===== src/rtl/loader_pkg.sv =====
// Shared definitions for the instruction loader: state encoding, frame
// header size and the checksum identity value.
package loader_pkg;

    localparam logic [3:0] S_IDLE    = 4'd0;
    localparam logic [3:0] S_LEN_HI  = 4'd1;
    localparam logic [3:0] S_LEN_LO  = 4'd2;
    localparam logic [3:0] S_DATA_HI = 4'd3;
    localparam logic [3:0] S_DATA_LO = 4'd4;
    localparam logic [3:0] S_WRITE   = 4'd5;
    localparam logic [3:0] S_CHK     = 4'd6;
    localparam logic [3:0] S_DONE    = 4'd7;
    localparam logic [3:0] S_ERR     = 4'd8;

    typedef enum logic [3:0] {
        ST_IDLE    = S_IDLE,
        ST_LEN_HI  = S_LEN_HI,
        ST_LEN_LO  = S_LEN_LO,
        ST_DATA_HI = S_DATA_HI,
        ST_DATA_LO = S_DATA_LO,
        ST_WRITE   = S_WRITE,
        ST_CHK     = S_CHK,
        ST_DONE    = S_DONE,
        ST_ERR     = S_ERR
    } state_t;

    localparam int         FRAME_HDR_BYTES = 2;
    localparam logic [7:0] CHK_IDENTITY    = 8'h00;

    // True when folding the final byte into the running XOR yields the identity.
    function automatic logic chk_ok(input logic [7:0] acc, input logic [7:0] b);
        return (acc ^ b) == CHK_IDENTITY;
    endfunction

endpackage


===== src/rtl/loader_xor_acc.sv =====
// 8-bit running XOR accumulator; clear has priority over enable.
module loader_xor_acc (
    input  logic       i_clk,
    input  logic       i_clr,
    input  logic       i_en,
    input  logic [7:0] i_byte,
    output logic [7:0] o_acc
);

    logic [7:0] r_acc;

    always_ff @(posedge i_clk) begin
        if (i_clr) begin
            r_acc <= 8'h00;
        end else if (i_en) begin
            r_acc <= r_acc ^ i_byte;
        end
    end

    assign o_acc = r_acc;

endmodule


===== src/rtl/instr_loader.sv =====
// Framed byte-stream program loader: assembles 16-bit words, writes them to
// instruction memory and validates the frame by length and XOR checksum.
module instr_loader
    import loader_pkg::*;
#(
    parameter int          MAX_WORDS = 191,
    parameter logic [15:0] ADDR_BASE = 16'h0000
) (
    input  logic        i_clk,
    input  logic        i_rst,
    input  logic        i_start,
    input  logic        i_rx_valid,
    input  logic [7:0]  i_rx_data,
    output logic        o_rx_ready,
    output logic        o_write_en,
    output logic [15:0] o_addr,
    output logic [15:0] o_instr_in,
    output logic        o_cpu_hold,
    output logic        o_load_done,
    output logic        o_load_err,
    output logic [15:0] o_word_count,
    output logic [3:0]  o_state
);

    localparam logic [15:0] LP_MAX_WORDS = MAX_WORDS[15:0];

    // rx handshake: a byte moves on a cycle where i_rx_valid && o_rx_ready.
    // rx_ready is registered and is only high in LEN_HI/LEN_LO/DATA_HI/DATA_LO/CHK.
    state_t      r_state;
    logic [15:0] r_len;
    logic [7:0]  r_hi;
    logic        r_rx_ready;
    logic        r_write_en;
    logic [15:0] r_addr;
    logic [15:0] r_instr;
    logic        r_cpu_hold;
    logic        r_done;
    logic        r_err;
    logic [15:0] r_wcount;

    logic        w_xfer;
    logic        w_can_start;
    logic        w_arm;
    logic        w_xor_clr;
    logic [7:0]  w_xor;
    logic [15:0] w_len_full;
    logic [15:0] w_wcount_next;

    assign w_xfer        = i_rx_valid && r_rx_ready;
    assign w_can_start   = (r_state == ST_IDLE) || (r_state == ST_DONE) || (r_state == ST_ERR);
    assign w_arm         = w_can_start && i_start;
    assign w_xor_clr     = i_rst || w_arm;
    assign w_len_full    = {r_len[15:8], i_rx_data};
    assign w_wcount_next = r_wcount + 16'd1;

    loader_xor_acc u_xor (
        .i_clk  (i_clk),
        .i_clr  (w_xor_clr),
        .i_en   (w_xfer),
        .i_byte (i_rx_data),
        .o_acc  (w_xor)
    );

    always_ff @(posedge i_clk) begin
        if (i_rst) begin
            r_state    <= ST_IDLE;
            r_len      <= 16'h0000;
            r_hi       <= 8'h00;
            r_rx_ready <= 1'b0;
            r_write_en <= 1'b0;
            r_addr     <= ADDR_BASE;
            r_instr    <= 16'h0000;
            r_cpu_hold <= 1'b0;
            r_done     <= 1'b0;
            r_err      <= 1'b0;
            r_wcount   <= 16'h0000;
        end else begin
            case (r_state)
                ST_IDLE, ST_DONE, ST_ERR: begin
                    if (i_start) begin
                        r_state    <= ST_LEN_HI;
                        r_rx_ready <= 1'b1;
                        r_cpu_hold <= 1'b1;
                        r_done     <= 1'b0;
                        r_err      <= 1'b0;
                        r_wcount   <= 16'h0000;
                        r_addr     <= ADDR_BASE;
                    end
                end
                ST_LEN_HI: begin
                    if (w_xfer) begin
                        r_len[15:8] <= i_rx_data;
                        r_state     <= ST_LEN_LO;
                    end
                end
                ST_LEN_LO: begin
                    if (w_xfer) begin
                        r_len[7:0] <= i_rx_data;
                        if (w_len_full > LP_MAX_WORDS) begin
                            r_state    <= ST_ERR;
                            r_rx_ready <= 1'b0;
                            r_err      <= 1'b1;
                            r_cpu_hold <= 1'b0;
                        end else if (w_len_full == 16'h0000) begin
                            r_state <= ST_CHK;
                        end else begin
                            r_state <= ST_DATA_HI;
                        end
                    end
                end
                ST_DATA_HI: begin
                    if (w_xfer) begin
                        r_hi    <= i_rx_data;
                        r_state <= ST_DATA_LO;
                    end
                end
                ST_DATA_LO: begin
                    if (w_xfer) begin
                        r_instr    <= {r_hi, i_rx_data};
                        r_state    <= ST_WRITE;
                        r_rx_ready <= 1'b0;
                        r_write_en <= 1'b1;
                    end
                end
                ST_WRITE: begin
                    // The one write cycle; addr/instr stay put until the next word.
                    r_write_en <= 1'b0;
                    r_rx_ready <= 1'b1;
                    r_addr     <= r_addr + 16'd1;
                    r_wcount   <= w_wcount_next;
                    if (w_wcount_next == r_len) begin
                        r_state <= ST_CHK;
                    end else begin
                        r_state <= ST_DATA_HI;
                    end
                end
                ST_CHK: begin
                    if (w_xfer) begin
                        r_rx_ready <= 1'b0;
                        r_cpu_hold <= 1'b0;
                        if (chk_ok(w_xor, i_rx_data)) begin
                            r_state <= ST_DONE;
                            r_done  <= 1'b1;
                        end else begin
                            r_state <= ST_ERR;
                            r_err   <= 1'b1;
                        end
                    end
                end
                default: begin
                    r_state    <= ST_IDLE;
                    r_rx_ready <= 1'b0;
                    r_write_en <= 1'b0;
                    r_cpu_hold <= 1'b0;
                end
            endcase
        end
    end

    assign o_rx_ready   = r_rx_ready;
    assign o_write_en   = r_write_en;
    assign o_addr       = r_addr;
    assign o_instr_in   = r_instr;
    assign o_cpu_hold   = r_cpu_hold;
    assign o_load_done  = r_done;
    assign o_load_err   = r_err;
    assign o_word_count = r_wcount;
    assign o_state      = r_state;

endmodule

===== config.mk =====
export PLATFORM = sky130hd
export DESIGN_NAME = instr_loader
export DESIGN_NICKNAME = d
export VERILOG_FILES = /design/src/rtl/loader_pkg.sv /design/src/rtl/loader_xor_acc.sv /design/src/rtl/instr_loader.sv
export SDC_FILE = /design/constraint.sdc
export NUM_CORES = 1
export LEC_CHECK = 0
export ABC_CLOCK_PERIOD_IN_PS = 2540
export BUFFER_PORTS_ARGS = -buffer_cell sky130_fd_sc_hd__buf_4
export CORE_ASPECT_RATIO = 1.5
export CORE_MARGIN = 10
export CORE_UTILIZATION = 40
export CTS_CLUSTER_DIAMETER = 50
export CTS_CLUSTER_SIZE = 10
export DETAILED_ROUTE_END_ITERATION = 7
export HOLD_SLACK_MARGIN = 0.08
export PLACE_DENSITY = 0.69
export SLEW_MARGIN = 20
export SYNTH_ARGS = -nofsm -noshare
export SYNTH_HDL_FRONTEND = slang
export SYNTH_SLANG_ARGS = --single-unit
export TNS_END_PERCENT = 1

===== constraint.sdc =====
create_clock -name i_clk -period 2.54 [get_ports i_clk]
set_clock_uncertainty 0.15 [all_clocks]
set_input_delay 0.254 -clock i_clk [delete_from_list [all_inputs] [get_ports i_clk]]
set_output_delay 0.254 -clock i_clk [all_outputs]
set_load 0.03 [all_outputs]

==> flow_metrics.tcl, run 1 <==
set metrics [dict create \
    min_period_over_period_pct 94.3 \
    synth_top_area_cell "dfxtp_1" \
    ys_ff_latch 89 \
    fin_util_pct 50.8 \
    wl_met2_um 6900 \
    min_to "o_instr_in[5]$_SDFFE_PP0P_" \
    irDropWorstVdd_uv 462 \
    antenna_found_initial 0 \
    drive_gt1_share_pct 18.3 \
    tns_ps 0 \
    diodes 0 \
    post-place-ws_ps 73.0 \
    reg2reg_depth 7 \
    synth_most_common_cell "dfxtp_1" \
    cp_top_family "compound AO/OA/AOI/OAI gates" \
    status "complete, no violations" \
    rows 47 \
    rsz0062_at_grt "no" \
    synth_compound_area_share_pct 14.7 \
    whs_ps 91.4 \
    ios 69 \
    core-area_um2 11100 \
    synth_simple_gate_area_share_pct 26.4 \
    power_density_nw_per_um2 564 \
    syn-cell-area_um2 4540 \
    slew_violations 0 \
    rr_endpoint "o_state[0]$_SDFFE_PP0P_" \
    portBuffers 68 \
    place.gp.congestion 0.927 \
    initial_core_util_pct 41.1 \
    synth_top_family_by_area "simple AND/OR/NAND/NOR gates" \
    ant_nets 0 \
    grt_pass1_wl_um 21400 \
    fmax_ghz 0.417 \
    regToRegStartpoint "o_word_count[1]$_SDFFE_PP0P_" \
    synthFlopType "dfxtp_1" \
    hold_viol_final 0 \
    synth-seq-area-share_pct 39.3 \
    final_cells 799 \
    netlist_top_cells_count "dfxtp_1, nor2_1, nand2_1" \
    route.detailed.drc 0 \
    fp.dieW_um 107 \
    wl_per_cell_um 16.5 \
    setup_viol 0 \
    syn_avg_cell_area_um2 7.79 \
    vias 4366 \
    clkTransAtPathRegs_ps 70 \
    worstPathArrival_ps 2450 \
    wirelength_um 13200 \
    dieArea_um2 16100 \
    dp_hpwl_um 9630 \
    min_path_cells 3 \
    tritoncts "yes" \
    clock_latency_ps 340 \
    m1WireLength_um 5540 \
    place_area_um2 5240 \
    setup_slack_ps 144 \
    viasPerCell 5.46 \
    synth.distinct_cells 51 \
    grt.total_usage_pct 16.2 \
    period_minus_slack_ps 2400 \
    ys_top_cells_by_area "dfxtp_1, nor2_1, nand2_1" \
    top_layer "met4" \
    cts.sinks 89 \
    crit_path_top_delay_cell "or4_4" \
    worstMarginPinSlew_ps 693 \
    slew-limit-headroom_pct 53.8 \
    clockBufferDepth 2 \
    cts_max_level 3 \
    wl_met3_um 495 \
    synth_nets 597 \
    worstPathMaxFanout 6 \
    synth.top_cell.area_share_pct 39.3 \
    min_from "i_rx_data[5]" \
    grt_pass1_vias 4179 \
    path_class "reg2reg" \
    path_cells "buf_4 > nand4_4 > or4_4 > a222oi_1 > o2111a_1 > o2111ai_2 > o2bb2ai_1" \
    ys_warn_count 0 \
    synthAdderAreaFrac_pct 0.551 \
    leakage_nw 2.25 \
    hold_path.class "in2reg" \
    grt-ovfl-total 0 \
    numCtsBuffers 9 \
    ys_async_sr_fraction_pct 0 \
    grt_max_degree 41 \
    synth_xor_area_share_pct 7.91 \
    rrSetupSlack_ps 140 \
    cts-root-buf "clkbuf_16" \
    dpl.cell_count 777 \
    syn-instance-count 583 \
    max_stage_delay_ps 550 \
    cap_violations 0 \
    cp_num_buf_inv 1 \
    fillers 1111 \
    critPathRequiredTime_ps 2590 \
    dr.pass1.iters 4 \
    muxShareOfSynthArea_pct 6.50 \
    dieHeight_um 150 \
    drt_iter0_drc 370 \
    syn_to_final_growth_pct 23.6 \
    synth_edf_count 0 \
    nNetsFinal 661 \
    crit_path_start_kind "flip-flop" \
    p_total_mw 3.16 \
    stdcell_area_um2 5610 \
    crit_path_end_kind "flip-flop" \
]
layout make-up:
type                    instances  area, um2  share of cell area [%]
clock buffers                  10        229                    4.08
clock inverters                 6       72.6                    1.29
inverters                       8       30.0                   0.535
multi-input cells             440       2560                    45.6
flip-flops and latches         89       1780                    31.8
well taps                     147        184                    3.28
repair buffers                 99        756                    13.5
what timing repair did:
| action | 4_1_cts | 5_1_grt |
|---|---|---|
| hold buffers | 5 | 0 |
| hold endpoints to repair | 5 | 0 |
| buffers inserted | 0 | 1 |
| resized for setup | 0 | 3 |
| endpoints found under the setup margin | 0 | 2 |
registers in the layout, indices dropped and copies added, names as in the netlist:
name          flops
o_addr           16
o_cpu_hold        1
o_instr_in       16
o_load_done       1
o_load_err        1
o_rx_ready        1
o_state           4
o_word_count     16
o_write_en        1
r_hi              8
r_len            16
u_xor.o_acc       8
placed cells by master (no fill, tap or decap), types with 3 or more instances in the layout:
| cell type | netlist | final |
|---|---|---|
| nand3_1 | 22 | 22 |
| or3_1 | 4 | 4 |
| nor3_1 | 12 | 12 |
| xnor2_1 | 21 | 21 |
| a311oi_1 | 3 | 3 |
| and3_1 | 9 | 9 |
| o21ai_0 | 31 | 31 |
| a211oi_1 | 5 | 5 |
| a22oi_1 | 3 | 3 |
| inv_1 | 8 | 8 |
| buf_4 | 0 | 94 |
| nor4_1 | 11 | 11 |
| clkbuf_16 | 0 | 9 |
| mux2i_1 | 25 | 25 |
| nand2_1 | 73 | 73 |
| and4_1 | 4 | 4 |
| and2_1 | 3 | 3 |
| xor2_1 | 20 | 20 |
| nand4_1 | 7 | 7 |
| nor2b_1 | 9 | 9 |
| inv_6 | 0 | 3 |
| o31ai_1 | 5 | 5 |
| a31oi_1 | 4 | 4 |
| a21oi_1 | 49 | 49 |
| dfxtp_1 | 89 | 88 |
| mux2_2 | 4 | 4 |
| o22ai_1 | 3 | 3 |
| dlygate4sd3_1 | 0 | 5 |
| nor2_1 | 85 | 85 |
power by group:
part	switching [mW]	total, mW	internal, mW
combinational	0.230	0.357	0.127
clock	0.579	1.36	0.779
sequential	0.0312	1.45	1.42
how the worst max path moves through the flow:
| stage | from | endpoint | slack (ps) | depth (start not counted) |
|---|---|---|---|---|
| global route | o_word_count[0]$_SDFFE_PP0P_ | o_state[0]$_SDFFE_PP0P_ | 20 | 7 |
| global placement | o_word_count[9]$_SDFFE_PP0P_ | o_state[0]$_SDFFE_PP0P_ | 180 | 7 |
| floorplan | o_word_count[1]$_SDFFE_PP0P_ | o_state[0]$_SDFFE_PP0P_ | 20 | 7 |
| finish | o_word_count[1]$_SDFFE_PP0P_ | o_state[0]$_SDFFE_PP0P_ | 140 | 7 |
| CTS | o_word_count[1]$_SDFFE_PP0P_ | o_state[0]$_SDFFE_PP0P_ | 60 | 7 |
| detailed placement | o_word_count[1]$_SDFFE_PP0P_ | o_state[0]$_SDFFE_PP0P_ | 70 | 7 |
per-layer routing:
metal | vias up | global-route usage, %
met4 | 0 | 5.23
met1 | 2103 | 18.7
met2 | 97 | 29.1
li1 | 2151 | -
met3 | 15 | 3.38
met5 | - | 0
worst min-delay path, delay by kind of cell:
family,cells,cell delay (ps)
AO/OA/AOI/OAI,1,60
buffers and inverters,1,150
AND/OR/NAND/NOR,1,60
logic make-up after synthesis:
logic type | count (synthesis)
compound gates | 114
xor+xnor | 41
fa+ha+maj | 2
buf+inv | 54
flops | 89
mux | 29
simple gates | 254
No activity file was read; power rests on OpenSTA's default activity.
==> run 2: changes to the inputs <==
- PLACE_DENSITY: 0.69 -> 0.68
- SYNTH_HIERARCHICAL: default -> 1
==> run 2 against run 1 <==
Net effect: cell count fell by 4.6%; synthesized area increased by 3.8%; final area fell by 0.18%; largest cell class unchanged; combinational power grew 110%; largest power group unchanged.
==> flow_metrics.tcl, run 2 <==
set metrics [dict create \
    status "complete, no violations" \
    crit_path_start_kind "flip-flop" \
    final_cell_mix "dfxtp_1, nor2_1, buf_4, mux2i_1, a21oi_1" \
    grt_max_degree 47 \
    path_cells "ha_1 > nand3_4 > nor3_4 > xnor2_1 > a2111oi_2 > nand4_1 > o2bb2ai_1" \
    combPwrFrac_pct 20.7 \
    met1_usage_pct 17.3 \
    tns_ps 0 \
    place.gp.congestion 0.906 \
    synth_nets 567 \
    ios 69 \
    intPower_mw 2.51 \
    setup_viol 0 \
    worstPathArrival_ps 2450 \
    worstMarginPinSlew_ps 527 \
    cts-root-buf "clkbuf_16" \
    use_met2_pct 25.7 \
    crit_cells 7 \
    crit_path_end_kind "flip-flop" \
    ys_ff_latch 89 \
    slew-limit-headroom_pct 64.8 \
    busiest_layer "met2" \
    cp_top_family "simple AND/OR/NAND/NOR gates" \
    synth_top_area_cell "dfxtp_1" \
    grt_pass1_vias 4170 \
    fillers 1119 \
    critPathRequiredTime_ps 2610 \
    initial_core_util_pct 40.9 \
    clockBufferDepth 2 \
    clock_latency_ps 330 \
    ant_nets 0 \
    viasPerCell 5.51 \
    drt_iter0_drc 300 \
    ys_async_sr_fraction_pct 0 \
    min_period_over_period_pct 93.8 \
    met3_usage_pct 3.58 \
    core-area_um2 11500 \
    path_class "reg2reg" \
    antenna_found_initial 0 \
    power_density_nw_per_um2 646 \
    netlist_top_cells_count "dfxtp_1, nor2_1, mux2i_1" \
    synth.top_cell.area_share_pct 37.8 \
    switchingPower_mw 1.11 \
    cap_violations 0 \
    hold_viol_final 0 \
    cts.sinks 89 \
    regToRegStartpoint "o_word_count[1]$_SDFFE_PP0P_" \
    clockPowerShare_pct 37.9 \
    setup_slack_ps 159 \
    clkTransAtPathRegs_ps 70 \
    layout_commonest_cell "dfxtp_1" \
    dp_hpwl_um 9200 \
    worstPathMaxFanout 9 \
    grt_pass1_wl_um 20600 \
    rr_endpoint "o_state[0]$_SDFFE_PP0P_" \
    wirelength_um 12500 \
    crit_path_top_delay_cell "dfxtp_1" \
    ys_top_cells_by_area "dfxtp_1, mux2i_1, nor2_1" \
    grt-ovfl-total 0 \
    rsz0062_at_grt "no" \
    cp_num_buf_inv 0 \
    slew_violations 0 \
    numCtsBuffers 9 \
    wl_per_cell_um 16.4 \
    startpoint "o_word_count[1]$_SDFFE_PP0P_" \
    whs_ps 97.1 \
    route.detailed.drc 0 \
    reg2reg_depth 7 \
    period_minus_slack_ps 2380 \
    synth_edf_count 0 \
    switching_share_pct 30.8 \
    portBuffers 68 \
    vias 4199 \
    seqPwrFrac_pct 41.4 \
    diodes 0 \
    syn_to_final_growth_pct 18.9 \
    ys_warn_count 6 \
    syn-instance-count 553 \
    cts_max_level 3 \
    syn-cell-area_um2 4710 \
    max_stage_delay_ps 420 \
    fmax_ghz 0.420 \
    fp.dieW_um 109 \
    synthFlopType "dfxtp_1" \
    syn_avg_cell_area_um2 8.52 \
    synth-seq-area-share_pct 37.8 \
    cts_resized 0 \
    stdcell_area_um2 5600 \
    critical_path.endpoint "o_state[0]$_SDFFE_PP0P_" \
    post-place-ws_ps 166 \
    drive_gt1_share_pct 19.9 \
    synth_most_common_cell "dfxtp_1" \
    hold_path.class "in2reg" \
    leakage_nw 2.32 \
    tritoncts "yes" \
    dieArea_um2 16600 \
    synth.distinct_cells 71 \
    dieHeight_um 153 \
    grt.total_usage_pct 14.9 \
    irDropWorstVdd_uv 464 \
    rows 48 \
    dr.pass1.iters 5 \
    place_area_um2 5290 \
    rrSetupSlack_ps 160 \
    nNetsFinal 621 \
]
[run 2: changes by cell type after synthesis, moves of 5 or more]
| cell | before | now |
|---|---|---|
| nand3b_1 | 2 | 12 |
| o21ai_0 | 31 | 19 |
| xor2_1 | 20 | 9 |
| buf_4 | 0 | 5 |
| nand2_1 | 73 | 32 |
| a21bo_2 | 0 | 6 |
| a21oi_1 | 49 | 37 |
| mux2i_1 | 25 | 40 |
| buf_6 | 0 | 6 |
| clkbuf_1 | 37 | 17 |
[run 2: power by group through the flow]
| stage | clock [mW] | sequential (mW) | combinational [mW] |
|---|---|---|---|
| floorplan | 0 | 1.58 | 0.477 |
| global placement | 0 | 1.53 | 0.736 |
| detailed placement | 0 | 1.53 | 0.739 |
| CTS | 1.40 | 1.50 | 0.743 |
| global route | 1.44 | 1.50 | 0.815 |
| finish | 1.37 | 1.50 | 0.750 |
[run 2: worst min path at each step]
stage,end,slack [ps],cells past startpoint,from
finish,r_len[4]$_SDFFE_PP0P_,100,3,i_rx_data[4]
detailed placement,o_load_err$_SDFFE_PP0P_,330,2,o_load_err$_SDFFE_PP0P_
global placement,o_load_done$_SDFFE_PP0P_,320,2,o_load_done$_SDFFE_PP0P_
global route,r_len[8]$_SDFFE_PP0P_,110,3,i_rx_data[0]
CTS,u_xor/o_acc[1]$_SDFFE_PP0P_,90,3,i_rx_data[1]
floorplan,o_instr_in[0]$_SDFFE_PP0P_,250,2,i_rx_data[0]
[run 2: cell families after synthesis]
kind of cell | share of synthesized area [%]
XOR/XNOR | 6.32
AND/OR/NAND/NOR | 24.6
AO/OA/AOI/OAI | 16.2
adder cells (fa/ha/maj) | 0.531
buffers and inverters | 5.76
flip-flops | 37.8
multiplexers | 8.74
[run 2: worst reg2reg max path, stage by stage (launching register included)]
cell and delay, ps:
dfxtp_1 420, ha_1 390, nand3_4 200, nor3_4 280
xnor2_1 110, a2111oi_2 360, nand4_1 200, o2bb2ai_1 160
[run 2: routing by layer]
metal / vias to the layer above / part of all wire (%)
met5: - / 0
li1: 2077 / -
met1: 1964 / 41
met2: 134 / 51
met4: 0 / 2.4
met3: 24 / 5.9
[run 2: metrics by stage]
step	instances	util (%)	total power, mW
finish	762	48.6	3.62
global route	762	48.6	3.76
CTS	762	48.6	3.64
detailed placement	745	45.9	2.27
global placement	745	45.9	2.26
floorplan	553	-	2.05
[run 2: timing repair]
item                      in CTS  in global routing
hold buffers                   1                  0
setup buffers                  0                  0
hold endpoints to repair       1                  0
[run 2: area by class of cell]
type | count | area (um2) | share of cell area (%)
timing repair buffer | 85 | 641 | 11.4
clock inverter | 6 | 72.6 | 1.30
inverter | 7 | 26.3 | 0.469
clock buffer | 10 | 229 | 4.09
multi-input combinational | 415 | 2660 | 47.6
tap | 150 | 188 | 3.35
sequential | 89 | 1780 | 31.8
